`config.mk`:
```
export PLATFORM = sky130hd
export DESIGN_NAME = dmem_arbiter
export DESIGN_NICKNAME = d
export VERILOG_FILES = /design/src/rtl/dmem_pkg.sv /design/src/rtl/dmem_rr_pick.sv /design/src/rtl/dmem_arbiter.sv
export SDC_FILE = /design/constraint.sdc
export NUM_CORES = 1
export LEC_CHECK = 0
export BUFFER_PORTS_ARGS = -buffer_cell sky130_fd_sc_hd__buf_2
export CORE_AREA = 2 2 119 121
export CTS_BUF_LIST = sky130_fd_sc_hd__clkbuf_4
export DETAILED_ROUTE_END_ITERATION = 8
export DIE_AREA = 0 0 121 123
export GPL_TIMING_DRIVEN = 0
export PLACE_DENSITY = 0.59
export SLEW_MARGIN = 20
export SYNTH_ARGS = -nofsm -noshare
export SYNTH_HDL_FRONTEND = slang
export SYNTH_SLANG_ARGS = --single-unit
```
`constraint.sdc`:
```
create_clock -name clk_i -period 5.5 [get_ports clk_i]
set_input_delay 1.375 -clock clk_i [delete_from_list [all_inputs] [get_ports clk_i]]
set_output_delay 1.375 -clock clk_i [all_outputs]
set_load 0.02 [all_outputs]
```
`src/rtl/dmem_pkg.sv`:
```
// Shared types and constants for the data-memory arbiter.
package dmem_pkg;

   typedef enum logic [1:0] {
      IDLE,
      OWN0,
      OWN1
   } state_e;

   localparam int unsigned DEPTH_DEF = 32;
   localparam int unsigned IDX_W     = $clog2(DEPTH_DEF);

   localparam logic PORT0 = 1'b0;
   localparam logic PORT1 = 1'b1;

endpackage

```
`src/rtl/dmem_rr_pick.sv`:
```
// Two-input round-robin picker: on a tie the port opposite the last-served one wins.
module dmem_rr_pick
   import dmem_pkg::*;
(
   input  logic [1:0] req_i,
   input  logic       last_i,
   output logic [1:0] gnt_o
);

   always_comb begin
      gnt_o = '0;
      if (&req_i) begin
         gnt_o = (last_i == PORT1) ? 2'b01 : 2'b10;
      end else begin
         gnt_o = req_i;
      end
   end

endmodule

```
`src/rtl/dmem_arbiter.sv`:
```
// Two-port arbiter for the single-port data memory with round-robin,
// bounded ownership lock, address filtering and registered responses.
module dmem_arbiter
   import dmem_pkg::*;
#(
   parameter int unsigned DEPTH    = DEPTH_DEF,
   parameter int unsigned MAX_LOCK = 8
) (
   input  logic        clk_i,
   input  logic        rst_i,
   input  logic        m0_req_i,
   input  logic        m0_we_i,
   input  logic        m0_lock_i,
   input  logic [31:0] m0_adr_i,
   input  logic [31:0] m0_wdata_i,
   output logic        m0_gnt_o,
   output logic        m0_rvalid_o,
   output logic [31:0] m0_rdata_o,
   output logic        m0_err_o,
   input  logic        m1_req_i,
   input  logic        m1_we_i,
   input  logic        m1_lock_i,
   input  logic [31:0] m1_adr_i,
   input  logic [31:0] m1_wdata_i,
   output logic        m1_gnt_o,
   output logic        m1_rvalid_o,
   output logic [31:0] m1_rdata_o,
   output logic        m1_err_o,
   output logic        mem_we_o,
   output logic [31:0] mem_adr_o,
   output logic [31:0] mem_wdata_o,
   input  logic [31:0] mem_rdata_i
);

   localparam int unsigned CNT_W = $clog2(MAX_LOCK + 1);

   state_e           state_q, state_d;
   logic             last_q, last_d;
   logic [CNT_W-1:0] cnt_q, cnt_d, cnt_inc;
   logic [1:0]       rvalid_q, rvalid_d;
   logic [1:0]       err_q, err_d;
   logic [31:0]      rdata0_q, rdata0_d;
   logic [31:0]      rdata1_q, rdata1_d;

   logic [1:0]  req, pick, gnt;
   logic        sel, sel_we, sel_lock, sel_ok;
   logic [31:0] sel_adr, sel_wdata, rd_val;

   assign req = {m1_req_i, m0_req_i};

   dmem_rr_pick u_pick (
      .req_i  (req),
      .last_i (last_q),
      .gnt_o  (pick)
   );

   always_comb begin
      gnt = '0;
      if (!rst_i) begin
         case (state_q)
            OWN0:    gnt = {1'b0, m0_req_i};
            OWN1:    gnt = {m1_req_i, 1'b0};
            default: gnt = pick;
         endcase
      end
   end

   // With no grant the memory side follows port 0.
   assign sel       = gnt[1];
   assign sel_adr   = sel ? m1_adr_i   : m0_adr_i;
   assign sel_wdata = sel ? m1_wdata_i : m0_wdata_i;
   assign sel_we    = sel ? m1_we_i    : m0_we_i;
   assign sel_lock  = sel ? m1_lock_i  : m0_lock_i;
   assign sel_ok    = (sel_adr[1:0] == 2'b00) && ({2'b00, sel_adr[31:2]} < 32'(DEPTH));

   assign mem_we_o    = (|gnt) & sel_we & sel_ok;
   assign mem_adr_o   = {2'b00, sel_adr[31:2]};
   assign mem_wdata_o = sel_wdata;

   always_comb begin
      state_d = state_q;
      last_d  = last_q;
      cnt_d   = cnt_q;
      cnt_inc = (state_q == IDLE) ? CNT_W'(1) : cnt_q + CNT_W'(1);
      if (|gnt) begin
         if ((state_q == IDLE) && (&req)) begin
            last_d = sel;
         end
         // The MAX_LOCK-th locked beat is served, then ownership is dropped
         // and the other port is favoured on the next tie.
         if (sel_lock && (cnt_inc != CNT_W'(MAX_LOCK))) begin
            state_d = sel ? OWN1 : OWN0;
            cnt_d   = cnt_inc;
         end else begin
            state_d = IDLE;
            cnt_d   = '0;
            if (sel_lock) begin
               last_d = sel;
            end
         end
      end else if (state_q != IDLE) begin
         state_d = IDLE;
         cnt_d   = '0;
      end
   end

   always_comb begin
      rd_val   = (!sel_we && sel_ok) ? mem_rdata_i : '0;
      rvalid_d = gnt;
      err_d    = gnt & {2{!sel_ok}};
      rdata0_d = gnt[0] ? rd_val : '0;
      rdata1_d = gnt[1] ? rd_val : '0;
   end

   always_ff @(posedge clk_i) begin
      if (rst_i) begin
         state_q  <= IDLE;
         last_q   <= PORT1;
         cnt_q    <= '0;
         rvalid_q <= '0;
         err_q    <= '0;
         rdata0_q <= '0;
         rdata1_q <= '0;
      end else begin
         state_q  <= state_d;
         last_q   <= last_d;
         cnt_q    <= cnt_d;
         rvalid_q <= rvalid_d;
         err_q    <= err_d;
         rdata0_q <= rdata0_d;
         rdata1_q <= rdata1_d;
      end
   end

   assign m0_gnt_o    = gnt[0];
   assign m1_gnt_o    = gnt[1];
   assign m0_rvalid_o = rvalid_q[0];
   assign m1_rvalid_o = rvalid_q[1];
   assign m0_err_o    = err_q[0];
   assign m1_err_o    = err_q[1];
   assign m0_rdata_o  = rdata0_q;
   assign m1_rdata_o  = rdata1_q;

endmodule

```
Yosys cells after proc, flatten, opt, wreduce, memory -nomap -nowiden

Cells that the tools add are included.
W data, S select, Z words.

Logic and storage cells: 51
Register bits: 75
Output and inout port bits: 135

Order comparisons: 1
Add/sub/neg operators: 1
Eq/ne operators: 3
Reductions and logical operators: 14
Bitwise logic cells: 5
Muxes and demuxes: 20

Operator list:

| operator              | number |
|---|---|
| $mux W32              | 3 |
| $lt A30 B6 Y1 const B | 1 |
| $mux W4               | 4 |
| $mux W2               | 7 |
| $reduce_or A2 Y1      | 3 |
| $mux W1               | 5 |
| $add A4 B1 Y4 const B | 1 |
| $logic_and A1 B1 Y1   | 4 |
| $logic_not A2 Y1      | 2 |
| $ne A4 B4 Y1 const B  | 1 |
| $pmux W2 S2           | 1 |
| $reduce_bool A2 Y1    | 2 |
| $and A1 B1 Y1         | 2 |
| $and A2 B2 Y2         | 1 |
| $eq A2 B1 Y1 const B  | 1 |
| $eq A2 B2 Y1 const B  | 1 |
| $logic_not A1 Y1      | 2 |
| $not A1 Y1            | 2 |
| $reduce_and A2 Y1     | 1 |

Longest topological paths before layout

Word-level depth: 9
Mapped depth: 9
Depth with buffers taken out: 8

Hierarchy

From an unflattened synthesis, not the netlist that was laid out.

Cell total of the unflattened synthesis: 440
Area, all modules: 3340.7 µm²

Modules (own cells, without submodules):

| module       | area each (µm²) | sequential area each (µm²) | cells an instance | times used |
|---|---|---|---|---|
| dmem_arbiter | 3321.9          | 1501.4                     | 437               | 1 |
| dmem_rr_pick | 18.8            | 0.0                        | 3                 | 1 |

Worst setup path before layout

OpenSTA, ideal clock, no wires.

Kind: input port to output port
Start point: input port rst_i
End point: output port mem_we_o
Data arrival time: 2.808 ns
Required time: 4.125 ns
Slack: 1.317 ns
Stages: 7
Cell sequence: buf_6 nor2b_4 nand3_4 mux2_4 o21bai_4 buf_6 a21oi_1

Cells in the longest elaborated chain, start to end: 5

Ends and longest elaborated chain:

| element             | RTL line           | text |
|---|---|---|
| start, declared     | dmem_arbiter.sv:10 | `input logic rst_i,` |
| $mux W2             | dmem_arbiter.sv:59 | `if (!rst_i) begin` |
| $mux W32            | dmem_arbiter.sv:70 | `assign sel_adr = sel ? m1_adr_i : m0_adr_i;` |
| net mem_adr_o[13]   | dmem_arbiter.sv:30 | `output logic [31:0] mem_adr_o,` |
| $lt A30 B6 Y1       | dmem_arbiter.sv:74 | `assign sel_ok = (sel_adr[1:0] == 2'b00) && ({2'b00, sel_adr[31:2]} < 32'(DEPTH));` |
| $logic_and A1 B1 Y1 | dmem_arbiter.sv:74 |  |
| $and A1 B1 Y1       | dmem_arbiter.sv:76 | `assign mem_we_o = (\|gnt) & sel_we & sel_ok;` |
| end, declared       | dmem_arbiter.sv:29 | `output logic mem_we_o,` |

The timed path passes the listed nets, and every way through them passes these cells.

Final worst setup path

Start point: input port m0_req_i
End point: output port mem_adr_o[23]

Cells in the longest elaborated chain, start to end: 5

Ends and longest elaborated chain:

| element           | RTL line           | text |
|---|---|---|
| start, declared   | dmem_arbiter.sv:11 | `input logic m0_req_i,` |
| $reduce_and A2 Y1 | dmem_rr_pick.sv:12 | `if (&req_i) begin` |
| $mux W2           | dmem_rr_pick.sv:12 |  |
| $pmux W2 S2       | dmem_arbiter.sv:60 | `case (state_q)` |
| $mux W2           | dmem_arbiter.sv:59 |  |
| $mux W32          | dmem_arbiter.sv:70 |  |
| end, declared     | dmem_arbiter.sv:30 |  |

Every way passes these cells.

==> impl_metrics.py <==
metrics = {
    "run_status": {
        "status": "complete, no violations",
    },
    "sta": {
        "fin_skew_ns": 0.0159,
        "slew_viol_final": 0,
        "timing.setup.tns_ns": 0,
        "hold_slack_ns": 0.483,
        "hold_viol_final": 0,
        "finalSetupViolCount": 0,
        "slew-limit-headroom": 0.631,
        "fin_crit_ns": 4.49,
        "max_freq_mhz": 223,
        "grt_setup_unrepaired": "false",
        "worstMarginPinSlew_ns": 0.554,
        "min_period_over_period": 0.817,
    },
    "clock_tree": {
        "cts_sinks": 75,
        "cts_tree": "built",
        "postCtsResizedCells": 0,
        "clk_latency_ns": 0.41,
        "ctsHoldBuffers": 0,
        "cts_buffers": 9,
        "clk_pin_slew_ns": 0.13,
        "cts_buffer_depth": 2,
        "post_cts_buffers": 0,
        "htreeDepth": 3,
        "cts_root_buffer": "clkbuf_4",
    },
    "die": {
        "start_util": 0.263,
        "core_sq_mm": 0.0136,
        "die_area_sq_mm": 0.0149,
        "row_count": 43,
        "die_h_um": 123,
        "io_pins": 303,
        "die_x_um": 121,
    },
    "cells_and_area": {
        "fillers": 1519,
        "final_cell_mix": "300 x buf_2, 190 x nand2_1, 75 x dfxtp_1, 38 x inv_1, 33 x and2_1",
        "nNetsFinal": 954,
        "layout-drive-gt1-share": 0.464,
        "final_cells": 968,
        "area_growth_pct": 52.1,
        "final_common_cell": "buf_2",
    },
    "worst_hold_path": {
        "min_path_cells": 2,
        "min_path_type": "reg2reg",
    },
    "grt": {
        "grt_pass1_vias": 3881,
        "track_usage": 0.190,
        "grt_overflow_total": 0,
        "grt_max_degree": 14,
        "antenna_found_initial": 2,
        "grt_pass1_wl_um": 21200,
    },
    "logic_synthesis": {
        "synth.distinct_cells": 39,
        "netlist_area_sq_mm": 0.00358,
        "synth-seq-cells": 75,
        "yosys_warnings": 0,
        "synth-async-reset-ratio": 0,
        "ys_seq_area_frac": 0.419,
        "synth_edf_count": 0,
        "postSynthCellCount": 471,
        "synth_top_flop_cell": "dfxtp_1",
        "synth_area_per_cell_sq_um": 7.60,
    },
    "worst_setup_path": {
        "worstSetupEndpoint": "mem_adr_o[23]",
        "r2r_end": "m0_rdata_o[10]",
        "slowest_stage": "clkbuf_1",
        "critPathMaxStageDelay_ns": 0.46,
        "path_delay_family": "buffers and inverters",
        "reg2regPathDepth": 9,
        "crit_chain": "buf_2 -> nand3b_1 -> nand3_4 -> clkbuf_1 -> clkbuf_1 -> nand2_1 -> nand2_1 -> buf_2",
        "end_kind": "output pin",
        "path_buf_inv": 4,
        "arrival_ns": 3.12,
        "crit_start": "m0_req_i",
        "crit_type": "in2out",
        "rrSetupSlack_ns": 3.28,
        "path_depth": 8,
        "crit_required_ns": 4.12,
        "setup.worst_path.start_class": "input port",
        "critPathMaxFanout": 10,
        "timing.rr.start": "state_q[0]",
    },
    "drt": {
        "drc_errors": 0,
        "drt_iter0_drc": 206,
        "vias": 4099,
        "post_drt_wl_per_cell_um": 14.9,
        "postRouteAntennaNets": 0,
        "via_per_inst": 4.23,
        "drt_pre_antenna_iters": 4,
        "drt_wl_total_um": 14500,
    },
    "placement": {
        "portBuffers": 299,
        "routabilityCongestion": 0.886,
        "dpl.hpwl_um": 12400,
        "dpl.cell_count": 951,
    },
    "power": {
        "ir_drop_mv": 0.0836,
        "power.leakage_nw": 3.06,
        "power_density_mw_per_mm2": 221,
    },
    "flow_run": {
        "max_cap_viol_count": 0,
    },
}
==> power breakdown <==
| group | switching (mW) | internal [mW] | leakage (nW) |
|---|---|---|---|
| clock | 0.201 | 0.137 | 0.0733 |
| sequential | 0.00238 | 0.547 | 0.605 |
| combinational | 0.198 | 0.115 | 2.38 |
| total | 0.402 | 0.800 | 3.06 |
==> worst min-delay path, stage by stage (launching register included) <==
cell and delay (ns):
dfxtp_1 0.34, nand2_1 0.06, a21oi_1 0.06
==> metal layers <==
metal	GRT usage	up-vias	routed length (um)
met3	0.0609	17	1380
li1	-	2096	-
met5	0	-	13
met1	0.218	1773	5730
met4	0.0567	2	302
met2	0.336	211	7050
==> how the worst min path moves through the flow <==
stage	from	endpoint	slack [ns]
finish	cnt_q[3]	cnt_q[3]	0.48
global placement	cnt_q[3]	cnt_q[3]	0.46
floorplan	cnt_q[3]	cnt_q[3]	0.44
CTS	cnt_q[3]	cnt_q[3]	0.49
detailed placement	cnt_q[3]	cnt_q[3]	0.47
global route	cnt_q[3]	cnt_q[3]	0.52
==> final cells by class <==
| type | instances | area [sq um] | share of cell area |
|---|---|---|---|
| timing repair buffer | 299 | 1500 | 0.275 |
| inverter | 39 | 146 | 0.0269 |
| buffer | 27 | 163 | 0.0299 |
| antenna | 1 | 2.50 | 0.000460 |
| tap | 180 | 225 | 0.0414 |
| clock inverter | 7 | 68.8 | 0.0126 |
| multi-input combinational | 331 | 1770 | 0.326 |
| clock buffer | 9 | 67.6 | 0.0124 |
| sequential | 75 | 1500 | 0.276 |
==> metrics by stage <==
| stage | total power, mW | setup WS (ns) | instance area [sq um] | utilization |
|---|---|---|---|---|
| global route | 1.27 | 0.773 | 5440 | 0.400 |
| detailed placement | 0.878 | 0.934 | 5310 | 0.390 |
| global placement | 0.878 | 0.950 | 5310 | 0.390 |
| floorplan | 0.727 | 1.32 | 3580 | - |
| finish | 1.20 | 1.01 | 5440 | 0.400 |
| CTS | 1.21 | 0.932 | 5440 | 0.400 |
==> Yosys cell counts (2+ instances only) <==
cell type  instances  share of area
and2_1            33          0.058
nand2_1          190           0.20
clkbuf_1          10          0.010
nand4_1            3         0.0052
nand2b_1           7          0.012
nor2b_1            2         0.0035
ha_1               4          0.014
nand3b_1           2         0.0042
buf_6              4          0.013
nor2_1            10          0.010
nor3_1             7         0.0098
a21oi_1            4         0.0056
nor3_2            29          0.081
and3b_1            2         0.0049
inv_1             38          0.040
buf_1              4         0.0042
dfxtp_1           75           0.42
buf_4              8          0.017
nand3_1            5         0.0070
nor4_1            12          0.021
a32oi_1            4         0.0098
==> registers in the layout (all words and copies together) (netlist names) <==
register and count:
m0_rdata_o 32, m1_rdata_o 32, cnt_q 4, err_q 2, rvalid_q 2, state_q 2, last_q 1
==> cell families after synthesis <==
logic type	count (synthesis)	synth area share
fa+ha+maj	4	0.0140
flops	75	0.419
compound gates	15	0.0353
mux	2	0.00699
simple gates	308	0.437
buf+inv	66	0.0863
other cells	1	0.00105
Power figures use the tool's default switching activity.
